`config.mk`:
```
export PLATFORM = sky130hd
export DESIGN_NAME = mux16_rr_arbiter_flat
export DESIGN_NICKNAME = d
export VERILOG_FILES = /design/src/rtl/mux16_arb_pkg.sv /design/src/rtl/mux16_rr_arbiter_if.sv /design/src/rtl/mux16.sv /design/src/rtl/rr_pick16.sv /design/src/rtl/mux16_rr_arbiter.sv /design/src/flat_wrapper.sv
export SDC_FILE = /design/constraint.sdc
export NUM_CORES = 1
export LEC_CHECK = 0
export CORE_AREA = 2 2 225 227
export CTS_CLUSTER_SIZE = 12
export DETAILED_ROUTE_END_ITERATION = 7
export DIE_AREA = 0 0 227 229
export PLACE_DENSITY = 0.46
export REMOVE_ABC_BUFFERS = 1
export SYNTH_ARGS = -nofsm -noshare
export SYNTH_HDL_FRONTEND = slang
export SYNTH_SLANG_ARGS = --single-unit
```
`constraint.sdc`:
```
create_clock -name clk -period 7.3 [get_ports clk]
set_clock_uncertainty 0.1 [all_clocks]
set_input_delay 1.46 -clock clk [delete_from_list [all_inputs] [get_ports clk]]
set_output_delay 1.46 -clock clk [all_outputs]
set_load 0.005 [all_outputs]
```
`src/rtl/mux16_arb_pkg.sv`:
```
// Shared types and constants for the 16-way round-robin output arbiter.
package mux16_arb_pkg;

  localparam int NUM_REQ = 16;
  localparam int IDX_W   = 4;

  typedef logic [IDX_W-1:0] req_idx_t;

  // Output slot occupancy; the encoding doubles as out_valid.
  typedef enum logic {
    ST_EMPTY = 1'b0,
    ST_FULL  = 1'b1
  } arb_state_t;

  // Next round-robin start position; the 4-bit index wraps 15 -> 0 naturally.
  function automatic req_idx_t next_idx(input req_idx_t idx);
    return req_idx_t'(idx + req_idx_t'(1));
  endfunction

endpackage

```
`src/rtl/mux16_rr_arbiter_if.sv`:
```
// Producer/consumer bundle for mux16_rr_arbiter.
// in_last exists only when MUX16_ARB_LOCK_EN is defined.
interface mux16_rr_arbiter_if #(parameter int N = 32);
  import mux16_arb_pkg::*;

  logic [NUM_REQ-1:0]   in_valid;
  logic [NUM_REQ*N-1:0] in_data;
  logic [NUM_REQ-1:0]   in_ready;
`ifdef MUX16_ARB_LOCK_EN
  logic [NUM_REQ-1:0]   in_last;
`endif
  logic                 out_valid;
  logic                 out_ready;
  logic [N-1:0]         out_data;
  req_idx_t             out_src;

  modport slave (
`ifdef MUX16_ARB_LOCK_EN
    input  in_last,
`endif
    input  in_valid, in_data, out_ready,
    output in_ready, out_valid, out_data, out_src
  );

  modport master (
`ifdef MUX16_ARB_LOCK_EN
    output in_last,
`endif
    output in_valid, in_data, out_ready,
    input  in_ready, out_valid, out_data, out_src
  );

endinterface

```
`src/rtl/mux16.sv`:
```
// 16:1 data multiplexer over a flattened bus; slice i is data[i*N +: N].
module mux16 #(parameter int N = 32) (
  input  logic [16*N-1:0] data,
  input  logic [3:0]      sel,
  output logic [N-1:0]    y
);

  // Plain indexed slice select.
  always_comb begin
    y = data[sel*N +: N];
  end

endmodule

```
`src/rtl/rr_pick16.sv`:
```
// Round-robin picker: rotate requests so ptr lands at bit 0, take the lowest
// set bit, then add ptr back to recover the absolute requester index.
module rr_pick16
  import mux16_arb_pkg::*;
(
  input  logic [NUM_REQ-1:0] req,
  input  req_idx_t           ptr,
  output logic               found,
  output req_idx_t           idx
);

  logic [2*NUM_REQ-1:0] dbl;
  logic [NUM_REQ-1:0]   rot;
  req_idx_t             off;

  // Rotate, priority-encode from ptr upward, un-rotate.
  always_comb begin
    dbl   = {req, req} >> ptr;
    rot   = dbl[NUM_REQ-1:0];
    found = |rot;
    off   = '0;
    for (int i = NUM_REQ - 1; i >= 0; i--) begin
      if (rot[i]) off = req_idx_t'(i);
    end
    idx = req_idx_t'(ptr + off);
  end

endmodule

```
`src/rtl/mux16_rr_arbiter.sv`:
```
// 16-requester round-robin arbiter driving a registered single output slot.
// Optional packet locking is compiled in with MUX16_ARB_LOCK_EN: once a
// requester's non-last beat is accepted it keeps the grant until its last beat.
module mux16_rr_arbiter
  import mux16_arb_pkg::*;
#(
  parameter int N = 32
) (
  input  logic                clk,
  input  logic                rst_n,
  mux16_rr_arbiter_if.slave   bus
);

  arb_state_t         state_q, state_d;
  req_idx_t           ptr_q, ptr_d;
  logic [N-1:0]       data_p1;
  req_idx_t           src_p1;

  logic               accept;
  logic               take;
  logic               found;
  req_idx_t           pick;
  req_idx_t           search_base;
  logic [NUM_REQ-1:0] req_vec;
  logic [NUM_REQ-1:0] ready_vec;
  logic [N-1:0]       mux_y;

`ifdef MUX16_ARB_LOCK_EN
  logic               lock_q, lock_d;
  req_idx_t           lock_idx_q, lock_idx_d;
`endif

  // Requests seen by the picker; a held lock narrows them to the owner.
  always_comb begin
    req_vec     = bus.in_valid;
    search_base = ptr_q;
`ifdef MUX16_ARB_LOCK_EN
    if (lock_q) begin
      req_vec     = bus.in_valid & ({{(NUM_REQ-1){1'b0}}, 1'b1} << lock_idx_q);
      search_base = lock_idx_q;
    end
`endif
  end

  rr_pick16 u_pick (
    .req   (req_vec),
    .ptr   (search_base),
    .found (found),
    .idx   (pick)
  );

  mux16 #(.N(N)) u_mux (
    .data (bus.in_data),
    .sel  (pick),
    .y    (mux_y)
  );

  // Slot FSM next state, pointer/lock update and the one-hot ready.
  always_comb begin
    state_d   = state_q;
    ptr_d     = ptr_q;
    ready_vec = '0;
    accept    = (state_q == ST_EMPTY) | bus.out_ready;
    take      = accept & found;
`ifdef MUX16_ARB_LOCK_EN
    lock_d     = lock_q;
    lock_idx_d = lock_idx_q;
`endif
    if (accept) begin
      if (found) begin
        state_d = ST_FULL;
        ptr_d   = next_idx(pick);
      end else begin
        state_d = ST_EMPTY;
      end
    end
    // Ready is masked during reset so no beat appears accepted.
    if (take && rst_n) ready_vec[pick] = 1'b1;
`ifdef MUX16_ARB_LOCK_EN
    if (take) begin
      if (bus.in_last[pick]) begin
        lock_d = 1'b0;
      end else begin
        lock_d     = 1'b1;
        lock_idx_d = pick;
      end
    end
`endif
  end

  // Control state: slot occupancy, rotation pointer, lock.
  always_ff @(posedge clk or negedge rst_n) begin
    if (!rst_n) begin
      state_q <= ST_EMPTY;
      ptr_q   <= '0;
`ifdef MUX16_ARB_LOCK_EN
      lock_q     <= 1'b0;
      lock_idx_q <= '0;
`endif
    end else begin
      state_q <= state_d;
      ptr_q   <= ptr_d;
`ifdef MUX16_ARB_LOCK_EN
      lock_q     <= lock_d;
      lock_idx_q <= lock_idx_d;
`endif
    end
  end

  // Output stage p1: capture the selected beat when it is accepted.
  always_ff @(posedge clk or negedge rst_n) begin
    if (!rst_n) begin
      data_p1 <= '0;
      src_p1  <= '0;
    end else if (take) begin
      data_p1 <= mux_y;
      src_p1  <= pick;
    end
  end

  assign bus.in_ready  = ready_vec;
  assign bus.out_valid = (state_q == ST_FULL);
  assign bus.out_data  = data_p1;
  assign bus.out_src   = src_p1;

endmodule

```
`src/flat_wrapper.sv`:
```
// flat-port wrapper written by rule: the top's interface ports become plain ports
module mux16_rr_arbiter_flat import mux16_arb_pkg::*;
#(
  parameter int N = 32
)
  (clk, rst_n, bus_in_valid, bus_in_data, bus_out_ready, bus_in_ready, bus_out_valid, bus_out_data, bus_out_src);
  mux16_rr_arbiter_if #(.N(N)) bus_i ();
  input  logic clk;
  input  logic rst_n;
  input wire logic [$bits(bus_i.in_valid)-1:0] bus_in_valid;
  input wire logic [$bits(bus_i.in_data)-1:0] bus_in_data;
  input wire logic [$bits(bus_i.out_ready)-1:0] bus_out_ready;
  output wire logic [$bits(bus_i.in_ready)-1:0] bus_in_ready;
  output wire logic [$bits(bus_i.out_valid)-1:0] bus_out_valid;
  output wire logic [$bits(bus_i.out_data)-1:0] bus_out_data;
  output wire logic [$bits(bus_i.out_src)-1:0] bus_out_src;
  assign bus_i.in_valid = bus_in_valid;
  assign bus_i.in_data = bus_in_data;
  assign bus_i.out_ready = bus_out_ready;
  assign bus_in_ready = bus_i.in_ready;
  assign bus_out_valid = bus_i.out_valid;
  assign bus_out_data = bus_i.out_data;
  assign bus_out_src = bus_i.out_src;
  mux16_rr_arbiter #(.N(N)) u_core (.clk(clk), .rst_n(rst_n), .bus(bus_i));
endmodule
```
# == Word-level counts from Yosys, hierarchy flattened ==
# Cells that the tools add are included.
# op_classes
add_sub_neg,2
order_cmp,2
n_shift,2
muxes,20
bitwise,3
reduce_logical,4
# ops
operator,n
512-bit by 10-bit indexed part select with 32-bit output,1
4-bit 2-to-1 mux,16
32-bit by 4-bit >> shifter with 16-bit output,1
16-bit 2-to-1 mux,1
16-bit OR reduction,1
"4-bit by 5-bit < comparator with 1-bit output, second input constant",1
"4-bit by 1-bit adder with 4-bit output, second input constant",1
4-bit adder,1
1-bit demux with 4-bit select,1
"4-bit by 1-bit greater-or-equal comparator with 1-bit output, second input constant",1
1-bit logical AND,2
1-bit 2-to-1 mux,2
2-bit AND reduction,1
1-bit AND,1
1-bit inverter,1
1-bit bitwise OR,1
# word_totals
register_bits,41
in_bits,531
output_inout_bits,53

# == Logic depth before layout (Yosys ltp) ==
# Gate-level depths: netlist of the first run.
# logic_depth
word_depth,23
depth_mapped,22
ltp_nobuf,15

# == Modules after synthesis ==
# Synthesis of the first run repeated with hierarchy kept, for this count alone.
# hier_totals
cells_unflattened,526
hier_area_um2,6855.3
# by_module_without_submodules
module,n_inst,cells_each,area_each_um2,seq_area_each_um2
mux16,1,271,3728.6,0.0
mux16_rr_arbiter,1,127,1913.1,1026.0
rr_pick16,1,128,1213.7,0.0

# == Worst setup path after synthesis of the first run ==
# Ideal clock, no wire load.
# synth_timing
kind,input-to-output
from,input port bus_in_valid[10]
to,output port bus_in_ready[0]
arrival_time_ns,5.200
required_ns,5.740
setup_slack_ns,0.540
path_stages,14
cell_sequence,mux4_2 mux2_2 nor3_1 nor2_1 a211o_1 o311a_1 ha_1 inv_1 fa_1 xor2_1 clkbuf_1 clkbuf_1 nand2_1 nor3_1
# synth_via
elab_chain_len,23
elab_cells_between_ends,27
# synth_rtl
element,line,source
from (decl),flat_wrapper.sv:10,input wire logic [$bits(bus_i.in_valid)-1:0] bus_in_valid;
32-bit by 4-bit >> shifter with 16-bit output (*),rr_pick16.sv:18,"dbl = {req, req} >> ptr;"
4-bit 2-to-1 mux (16 in a row),rr_pick16.sv:23,if (rot[i]) off = req_idx_t'(i);
4-bit adder,rr_pick16.sv:25,idx = req_idx_t'(ptr + off);
4-bit by 5-bit < comparator with 1-bit output (not written as such) / 4-bit by 1-bit greater-or-equal comparator with 1-bit output (equally long branches),mux16_rr_arbiter.sv:78,if (take && rst_n) ready_vec[pick] = 1'b1;
1-bit logical AND (not written as such),mux16_rr_arbiter.sv:78,
1-bit 2-to-1 mux (not written as such),mux16_rr_arbiter.sv:78,
1-bit demux with 4-bit select,--,
16-bit 2-to-1 mux (*),mux16_rr_arbiter.sv:78,
to (decl),flat_wrapper.sv:13,output wire logic [$bits(bus_i.in_ready)-1:0] bus_in_ready;
# Mark *: on every way between the ends. The rest lies on a longest branch, timed or not.

# == Worst setup path after layout of the first run ==
# layout_timing
from,input port bus_in_valid[12]
to,output port bus_in_ready[2]
# The elaborated chain is that of the path after synthesis.

==> flow_metrics.env, run 1 <==
export IMPL_outcome="completed"
export IMPL_post_cts_hold_buffer_count=0
export IMPL_register_area_sq_um=1026
export IMPL_core_sq_um=49660
export IMPL_synthesis_yosys_warnings=0
export IMPL_synth_seq_cells=41
export IMPL_tritoncts="done"
export IMPL_post_route_min_period_ns=7.200
export IMPL_drc=0
export IMPL_cellPowerDensity_nw_per_um2=631.6
export IMPL_finalWorstSetupSlack_ns=0.09996
export IMPL_pin_count_of_the_biggest_net_entering_global_routing=61
export IMPL_worst_setup_path_start_kind="primary input"
export IMPL_initial_cell_density_of_the_core_pct=14.67
export IMPL_setup_viols_final=0
export IMPL_drv_max_cap_violation_count=0
export IMPL_postRouteAntennaNets=0
export IMPL_post_synth_top_area_cell="sky130_fd_sc_hd__mux4_2"
export IMPL_worst_path_max_fanout=7
export IMPL_rows=82
export IMPL_syn_cell_area_sq_um=7283
export IMPL_critical_path_sink_type="output port"
export IMPL_cp_arrival_ns=5.64
export IMPL_timing_hold_worst_class="reg2reg"
export IMPL_pre_cts_slack_ns=-0.7592
export IMPL_cts_sink_count=41
export IMPL_clockBufferDepth=2
export IMPL_clk_pin_slew_ns=0.07
export IMPL_port_buffers=583
export IMPL_drive_gt1_share_pct=25.33
export IMPL_drt_iter0_drc=372
export IMPL_peakVddDrop_v=0.0005552
export IMPL_period_share_pct=98.63
export IMPL_pin_count=584
export IMPL_r2r_setup_slack_ns=1.08
export IMPL_timing_hold_violations_final=0
export IMPL_dieArea_sq_um=51980
export IMPL_gpl_final_weighted_congestion=0.8759
export IMPL_grt_ovfl_total=0
export IMPL_post_synth_num_cell_types=57
export IMPL_global_route_usage_over_all_layers_pct=16.52
export IMPL_fp_dieW_microns=227
export IMPL_finish_net_count=1758
export IMPL_drt_total_wl_microns=43880
export IMPL_num_fill_cells=5190
export IMPL_postSynthAreaPerCell_sq_um=12.04
export IMPL_numCtsBuffers=5
export IMPL_detailed_placement_hpwl_microns=37400
export IMPL_postSynthCellCount=605
export IMPL_number_of_global_route_vias_before_repair=9288
export IMPL_p_leak_nw=5.630
export IMPL_synth_area_leaders="sky130_fd_sc_hd__mux4_2 45%, sky130_fd_sc_hd__dfrtp_1 14%, sky130_fd_sc_hd__mux2i_1 11%"
export IMPL_multi_input_comb_area_sq_um=6090
export IMPL_wire_length_of_the_first_global_routing_pass_microns=62760
export IMPL_fmax_mhz=138.9
export IMPL_initial_antenna_violation_count=17
export IMPL_clock_root_buffer="sky130_fd_sc_hd__clkbuf_16"
export IMPL_slew_viol_final=0
export IMPL_synth_seq_area_share_pct=14.09
export IMPL_yosys_most_used_dff="sky130_fd_sc_hd__dfrtp_1"
export IMPL_async_flop_share_pct=100.0
export IMPL_htreeDepth=2
export IMPL_setup_worst_path_class="in2out"
export IMPL_dpl_instance_area_sq_um=14290
export IMPL_cp_required_ns=5.74
export IMPL_post_synth_top_area_fraction_pct=45.15
export IMPL_postLayoutCellArea_sq_um=14710
export IMPL_clk_latency_ns=0.30
export IMPL_synth_enable_flop_cells=0
export IMPL_drtPass1Iterations=5
export IMPL_most_common_cell_after_layout_fill_and_taps_aside="sky130_fd_sc_hd__clkdlybuf4s50_1"
export IMPL_post_drt_wl_per_cell_microns=23.06
export IMPL_routed_via_density=4.405
export IMPL_max_slew_worst_pin_slew_ns=0.8883
export IMPL_timing_slew_headroom_pct=40.43
export IMPL_area_growth_pct=102.0
export IMPL_vias=8383
export IMPL_mostFrequentLayoutCells="550 x sky130_fd_sc_hd__clkdlybuf4s50_1, 146 x sky130_fd_sc_hd__mux4_2, 94 x sky130_fd_sc_hd__buf_4"
export IMPL_floorplan_die_height_microns=229
## synthesized netlist by cell type (all sizes together) (2+ instances only)
cell / n
o221a: 32
mux4: 146
nor4: 2
nor2: 16
o22ai: 2
a21oi: 10
xnor2: 2
nor3: 20
ha: 7
a221oi: 2
a221o: 2
nand2: 53
inv: 6
nand4: 32
o31ai: 2
clkbuf: 45
o311ai: 2
a21o: 3
a211oi: 2
nand2b: 3
a41oi: 2
o311a: 2
a211o: 2
dfrtp: 41
nand3: 4
or3: 2
buf: 30
and3: 3
mux2: 12
o2111ai: 2
nor2b: 6
mux2i: 81
o21ai: 15
## final timing paths
| check | startpoint | to | cells past startpoint |
|---|---|---|---|
| max | bus_in_valid[12] | bus_in_ready[2] | 19 |
| min | u_core.bus.out_src[0] | u_core.bus.out_src[0] | 2 |
| max reg2reg | u_core.ptr_q[3] | u_core.bus.out_data[26] | 18 |
| min reg2reg | u_core.bus.out_src[0] | u_core.bus.out_src[0] | 2 |
| max in group asynchronous | rst_n | u_core.bus.out_data[26] | 2 |
| min in group asynchronous | rst_n | u_core.ptr_q[2] | 1 |
## timing repair
item,CTS,global route
gates resized for setup,50,33
pin swaps,7,8
gates cloned,1,0
endpoints found under the setup margin,16,16
endpoints found under the hold margin,0,0
buffers inserted,7,8
## layout make-up
type,instances,area share [%]
well taps,672,5.715
inverters,6,0.1531
clock buffers,5,0.8504
multi-input cells,484,41.39
flip-flops and latches,41,6.973
clock inverters,3,0.1191
repair buffers,681,44.61
diodes,11,0.1871
## kinds of logic (layout without fill, tap and decap cells)
group,after synthesis,in the layout,synth area share (%)
mux,239,239,58.19
xor+xnor,3,3,0.3608
fa+ha+maj,8,8,1.477
other cells,0,11,0
buf+inv,81,695,5.085
simple gates,145,146,10.41
flops,41,41,14.09
compound gates,88,88,10.39
## sequential cells by signal (all words and copies together), names as in the netlist
signal,cells
u_core.bus.out_src,4
u_core.bus.out_valid,1
u_core.ptr_q,4
u_core.bus.out_data,32
## through the flow
| step | power [mW] | utilization, % | setup TNS [ns] | instances | hold slack (ns) |
|---|---|---|---|---|---|
| after CTS | 9.397 | 29.33 | 0 | 1884 | 0.3900 |
| after floorplan | 4.607 | - | -133.18 | 530 | 0.3711 |
| final | 9.292 | 29.63 | 0 | 1903 | 0.3826 |
| after detailed placement | 8.970 | 28.77 | -10.39 | 1868 | 0.3733 |
| after global placement | 8.942 | 28.77 | -9.071 | 1868 | 0.3653 |
| after global routing | 10.04 | 29.62 | -0.1208 | 1901 | 0.4311 |
## where the power goes
part | switching, mW | internal, mW
combinational | 4.01 | 4.58
sequential | 0.106 | 0.361
clock | 0.110 | 0.126
total | 4.23 | 5.06
## critical path: stages
cell and delay, ns:
sky130_fd_sc_hd__dlygate4sd2_1 0.31, sky130_fd_sc_hd__mux4_2 0.49, sky130_fd_sc_hd__or3_1 0.40, sky130_fd_sc_hd__nand4bb_4 0.13, sky130_fd_sc_hd__nand3_1 0.11, sky130_fd_sc_hd__o311ai_2 0.14, sky130_fd_sc_hd__a21oi_1 0.13, sky130_fd_sc_hd__o311a_1 0.38
sky130_fd_sc_hd__ha_1 0.27, sky130_fd_sc_hd__a21o_1 0.18, sky130_fd_sc_hd__a21oi_2 0.16, sky130_fd_sc_hd__xnor2_2 0.09, sky130_fd_sc_hd__or4_4 0.55, sky130_fd_sc_hd__buf_4 0.16, sky130_fd_sc_hd__nand2_2 0.08, sky130_fd_sc_hd__buf_6 0.14
sky130_fd_sc_hd__buf_4 0.12, sky130_fd_sc_hd__nor3_1 0.05, sky130_fd_sc_hd__dlygate4sd2_1 0.28
## routing by layer
| metal | vias to the layer above | global-route usage, % | share of wire, % |
|---|---|---|---|
| li1 | 3823 | - | - |
| met5 | - | 0 | 0.077 |
| met4 | 6 | 6.393 | 3.1 |
| met2 | 328 | 29.80 | 53 |
| met3 | 49 | 3.566 | 6.4 |
| met1 | 4177 | 18.83 | 38 |
Power figures use the tool's default switching activity.
==> run 2: changes to the inputs <==
--- a/config.mk
+++ b/config.mk
@@ -5,11 +5,11 @@
 export SDC_FILE = /design/constraint.sdc
 export NUM_CORES = 1
 export LEC_CHECK = 0
-export CORE_AREA = 2 2 225 227
+export CORE_AREA = 2 2 229 231
 export CTS_CLUSTER_SIZE = 12
 export DETAILED_ROUTE_END_ITERATION = 7
-export DIE_AREA = 0 0 227 229
-export PLACE_DENSITY = 0.46
+export DIE_AREA = 0 0 231 233
+export PLACE_DENSITY = 0.45
 export REMOVE_ABC_BUFFERS = 1
 export SYNTH_ARGS = -nofsm -noshare
 export SYNTH_HDL_FRONTEND = slang
==> constraint.sdc (replaced) <==
create_clock -name clk -period 8.3 [get_ports clk]
set_clock_uncertainty 0.1 [all_clocks]
set_input_delay 1.66 -clock clk [delete_from_list [all_inputs] [get_ports clk]]
set_output_delay 1.66 -clock clk [all_outputs]
set_load 0.005 [all_outputs]
==> run 2 against run 1 <==
Power decreased by 17%. Via count decreased by 3.4%. Sequential share of layout area increased by 0.28 points. Sequential cell count unchanged. Clock-buffer cell count increased by 2.
==> flow_metrics.env, run 2 (synthesis results as in run 1) <==
export IMPL_area_growth_pct=94.11
export IMPL_gpl_final_weighted_congestion=0.8859
export IMPL_outcome="completed"
export IMPL_max_slew_worst_pin_slew_ns=0.9613
export IMPL_post_drt_wl_per_cell_microns=24.11
export IMPL_finish_net_count=1695
export IMPL_intPower_mw=4.185
export IMPL_largest_register_ff_count=32
export IMPL_timing_hold_violations_final=0
export IMPL_drive_gt1_share_pct=19.36
export IMPL_count_of_placed_standard_cells_in_the_final_layout_fillers_left_out=1840
export IMPL_timing_critical_path_cells="clkdlybuf4s50_1 > buf_4 > mux4_2 > or3_1 > nand4bb_1 > nand3_1 > o311ai_1 > a21oi_1 > o311a_1 > ha_1 > a21o_1 > a21oi_2 > xnor2_1 > or4_4 > and2_4 > nor3_2 > clkdlybuf4s50_1"
export IMPL_slew_viol_final=0
export IMPL_drt_iter0_drc=412
export IMPL_layout_core_utilization_pct=27.67
export IMPL_critical_path_sink_type="output port"
export IMPL_rows=83
export IMPL_dp_cells=1829
export IMPL_most_common_cell_after_layout_fill_and_taps_aside="sky130_fd_sc_hd__clkdlybuf4s50_1"
export IMPL_clock_power_share_pct=3.0
export IMPL_drtPass1Iterations=4
export IMPL_num_fill_cells=5391
export IMPL_grt_ovfl_total=0
export IMPL_fmax_mhz=124.6
export IMPL_crit_top_cell="sky130_fd_sc_hd__clkdlybuf4s50_1"
export IMPL_port_buffers=583
export IMPL_clock_root_buffer="sky130_fd_sc_hd__clkbuf_16"
export IMPL_peakVddDrop_v=0.0005703
export IMPL_worst_path_cell_with_the_longest_stage_delay="sky130_fd_sc_hd__or4_4"
export IMPL_routed_via_density=4.401
export IMPL_postRouteAntennaNets=0
export IMPL_p_leak_nw=5.115
export IMPL_period_share_pct=96.72
export IMPL_power_share_combinational_pct=91.7
export IMPL_setup_viols_final=0
export IMPL_vias=8097
export IMPL_clk_latency_ns=0.31
export IMPL_setup_repair_after_global_routing_missed_its_margin="no"
export IMPL_cp_arrival_ns=6.27
export IMPL_power_switching_mw=3.566
export IMPL_timing_slew_headroom_pct=35.92
export IMPL_crit_path_max_incr_delay_ns=0.54
export IMPL_worst_setup_path_start_kind="primary input"
export IMPL_detailed_placement_hpwl_microns=37220
export IMPL_tritoncts="done"
export IMPL_clk_pin_slew_ns=0.07
export IMPL_setup_total_negative_slack_ns=0
export IMPL_initial_cell_density_of_the_core_pct=14.25
export IMPL_drt_total_wl_microns=44360
export IMPL_sw_frac_of_total_pct=46.00
export IMPL_drv_max_cap_violation_count=0
export IMPL_fp_dieW_microns=231
export IMPL_numCtsBuffers=5
export IMPL_initial_antenna_violation_count=12
export IMPL_timing_hold_worst_class="reg2reg"
export IMPL_setup_worst_path_class="in2out"
export IMPL_cp_required_ns=6.54
export IMPL_core_sq_um=51090
export IMPL_global_route_usage_over_all_layers_pct=16.06
export IMPL_post_route_min_period_ns=8.028
export IMPL_drc=0
export IMPL_floorplan_die_height_microns=233
export IMPL_pin_count=584
export IMPL_clockBufferDepth=2
export IMPL_cts_setup_buffers=0
export IMPL_cellPowerDensity_nw_per_um2=548.3
export IMPL_htreeDepth=2
export IMPL_cts_sink_count=41
export IMPL_hold_worst_slack_ns=0.3823
export IMPL_number_of_global_route_vias_before_repair=9027
export IMPL_mostFrequentLayoutCells="577 x sky130_fd_sc_hd__clkdlybuf4s50_1, 146 x sky130_fd_sc_hd__mux4_2, 81 x sky130_fd_sc_hd__mux2i_1"
export IMPL_sequentialPowerShare_pct=5.3
export IMPL_worst_path_max_fanout=10
export IMPL_wire_length_of_the_first_global_routing_pass_microns=62800
export IMPL_dieArea_sq_um=53820
export IMPL_pin_count_of_the_biggest_net_entering_global_routing=61
[run 2: cell count changes in the layout (fill, tap and decap cells not counted), sizes merged]
cell	before	now
buf	99	37
clkdlybuf4s50	550	577
dlygate4sd2	14	1
diode	11	3
dlymetal6s2s	10	4
clkbuf	10	7
clkdlybuf4s15	3	0
and2	2	1
clkinv	2	1
clkinvlp	1	0
[run 2: final cells by class]
cell class | count | area, sq um | share of cell area [%]
Antenna cell | 3 | 7.507 | 0.05310
Inverter | 6 | 22.52 | 0.1593
Multi-Input combinational cell | 483 | 5963 | 42.18
Timing Repair Buffer | 619 | 6110 | 43.22
Tap cell | 680 | 850.8 | 6.018
Sequential cell | 41 | 1026 | 7.257
Clock inverter | 1 | 5.005 | 0.03540
Clock buffer | 7 | 152.6 | 1.080
[run 2: repair_timing]
action,4_1_cts,5_1_grt
hold buffers,0,0
setup endpoints to repair,11,16
gates resized for setup,4,8
gates cloned,0,0
[run 2: through the flow]
step,cell area [sq um],power (mW),worst slack [ns]
floorplan,6935,4.456,-3.235
global placement,13940,7.654,-0.05401
detailed placement,13940,7.674,-0.1162
CTS,14110,7.941,0.03476
global route,14140,8.428,0.03790
finish,14140,7.751,0.2720
[run 2: worst paths after layout]
check / start / end / slack [ns] / depth (start not counted)
max: bus_in_valid[14] / bus_in_ready[14] / 0.27 / 17
min: u_core.bus.out_src[1] / u_core.bus.out_src[1] / 0.38 / 2
max reg2reg: u_core.ptr_q[3] / u_core.bus.out_data[9] / 2.12 / 17
min reg2reg: u_core.bus.out_src[1] / u_core.bus.out_src[1] / 0.38 / 2
max in group asynchronous: rst_n / u_core.bus.out_data[14] / 6.01 / 2
min in group asynchronous: rst_n / u_core.ptr_q[2] / 1.20 / 1
[run 2: layer usage]
| layer | part of all wire [%] | vias to the layer above | global-route usage [%] |
|---|---|---|---|
| li1 | - | 3689 | - |
| met1 | 38 | 4040 | 18.53 |
| met2 | 54 | 310 | 29.69 |
| met3 | 6.0 | 46 | 3.676 |
| met4 | 2.0 | 12 | 4.052 |
| met5 | 0.18 | - | 0 |
[run 2: power by group through the flow]
stage                     Clock (mW)  Combinational [mW]  Sequential (mW)
final                          0.233                7.11            0.409
after global routing           0.254                7.74            0.429
after CTS                      0.249                7.28            0.412
after detailed placement           0                7.26            0.413
after global placement             0                7.24            0.414
after floorplan                    0                4.03            0.430
[run 2: critical path: cells and delay by family]
family / cells / cell delay, ns
AND/OR/NAND/NOR: 6 / 1.56
buffers and inverters: 3 / 1.16
AO/OA/AOI/OAI: 5 / 0.99
multiplexers: 1 / 0.47
adder cells (fa/ha/maj): 1 / 0.28
XOR/XNOR: 1 / 0.14
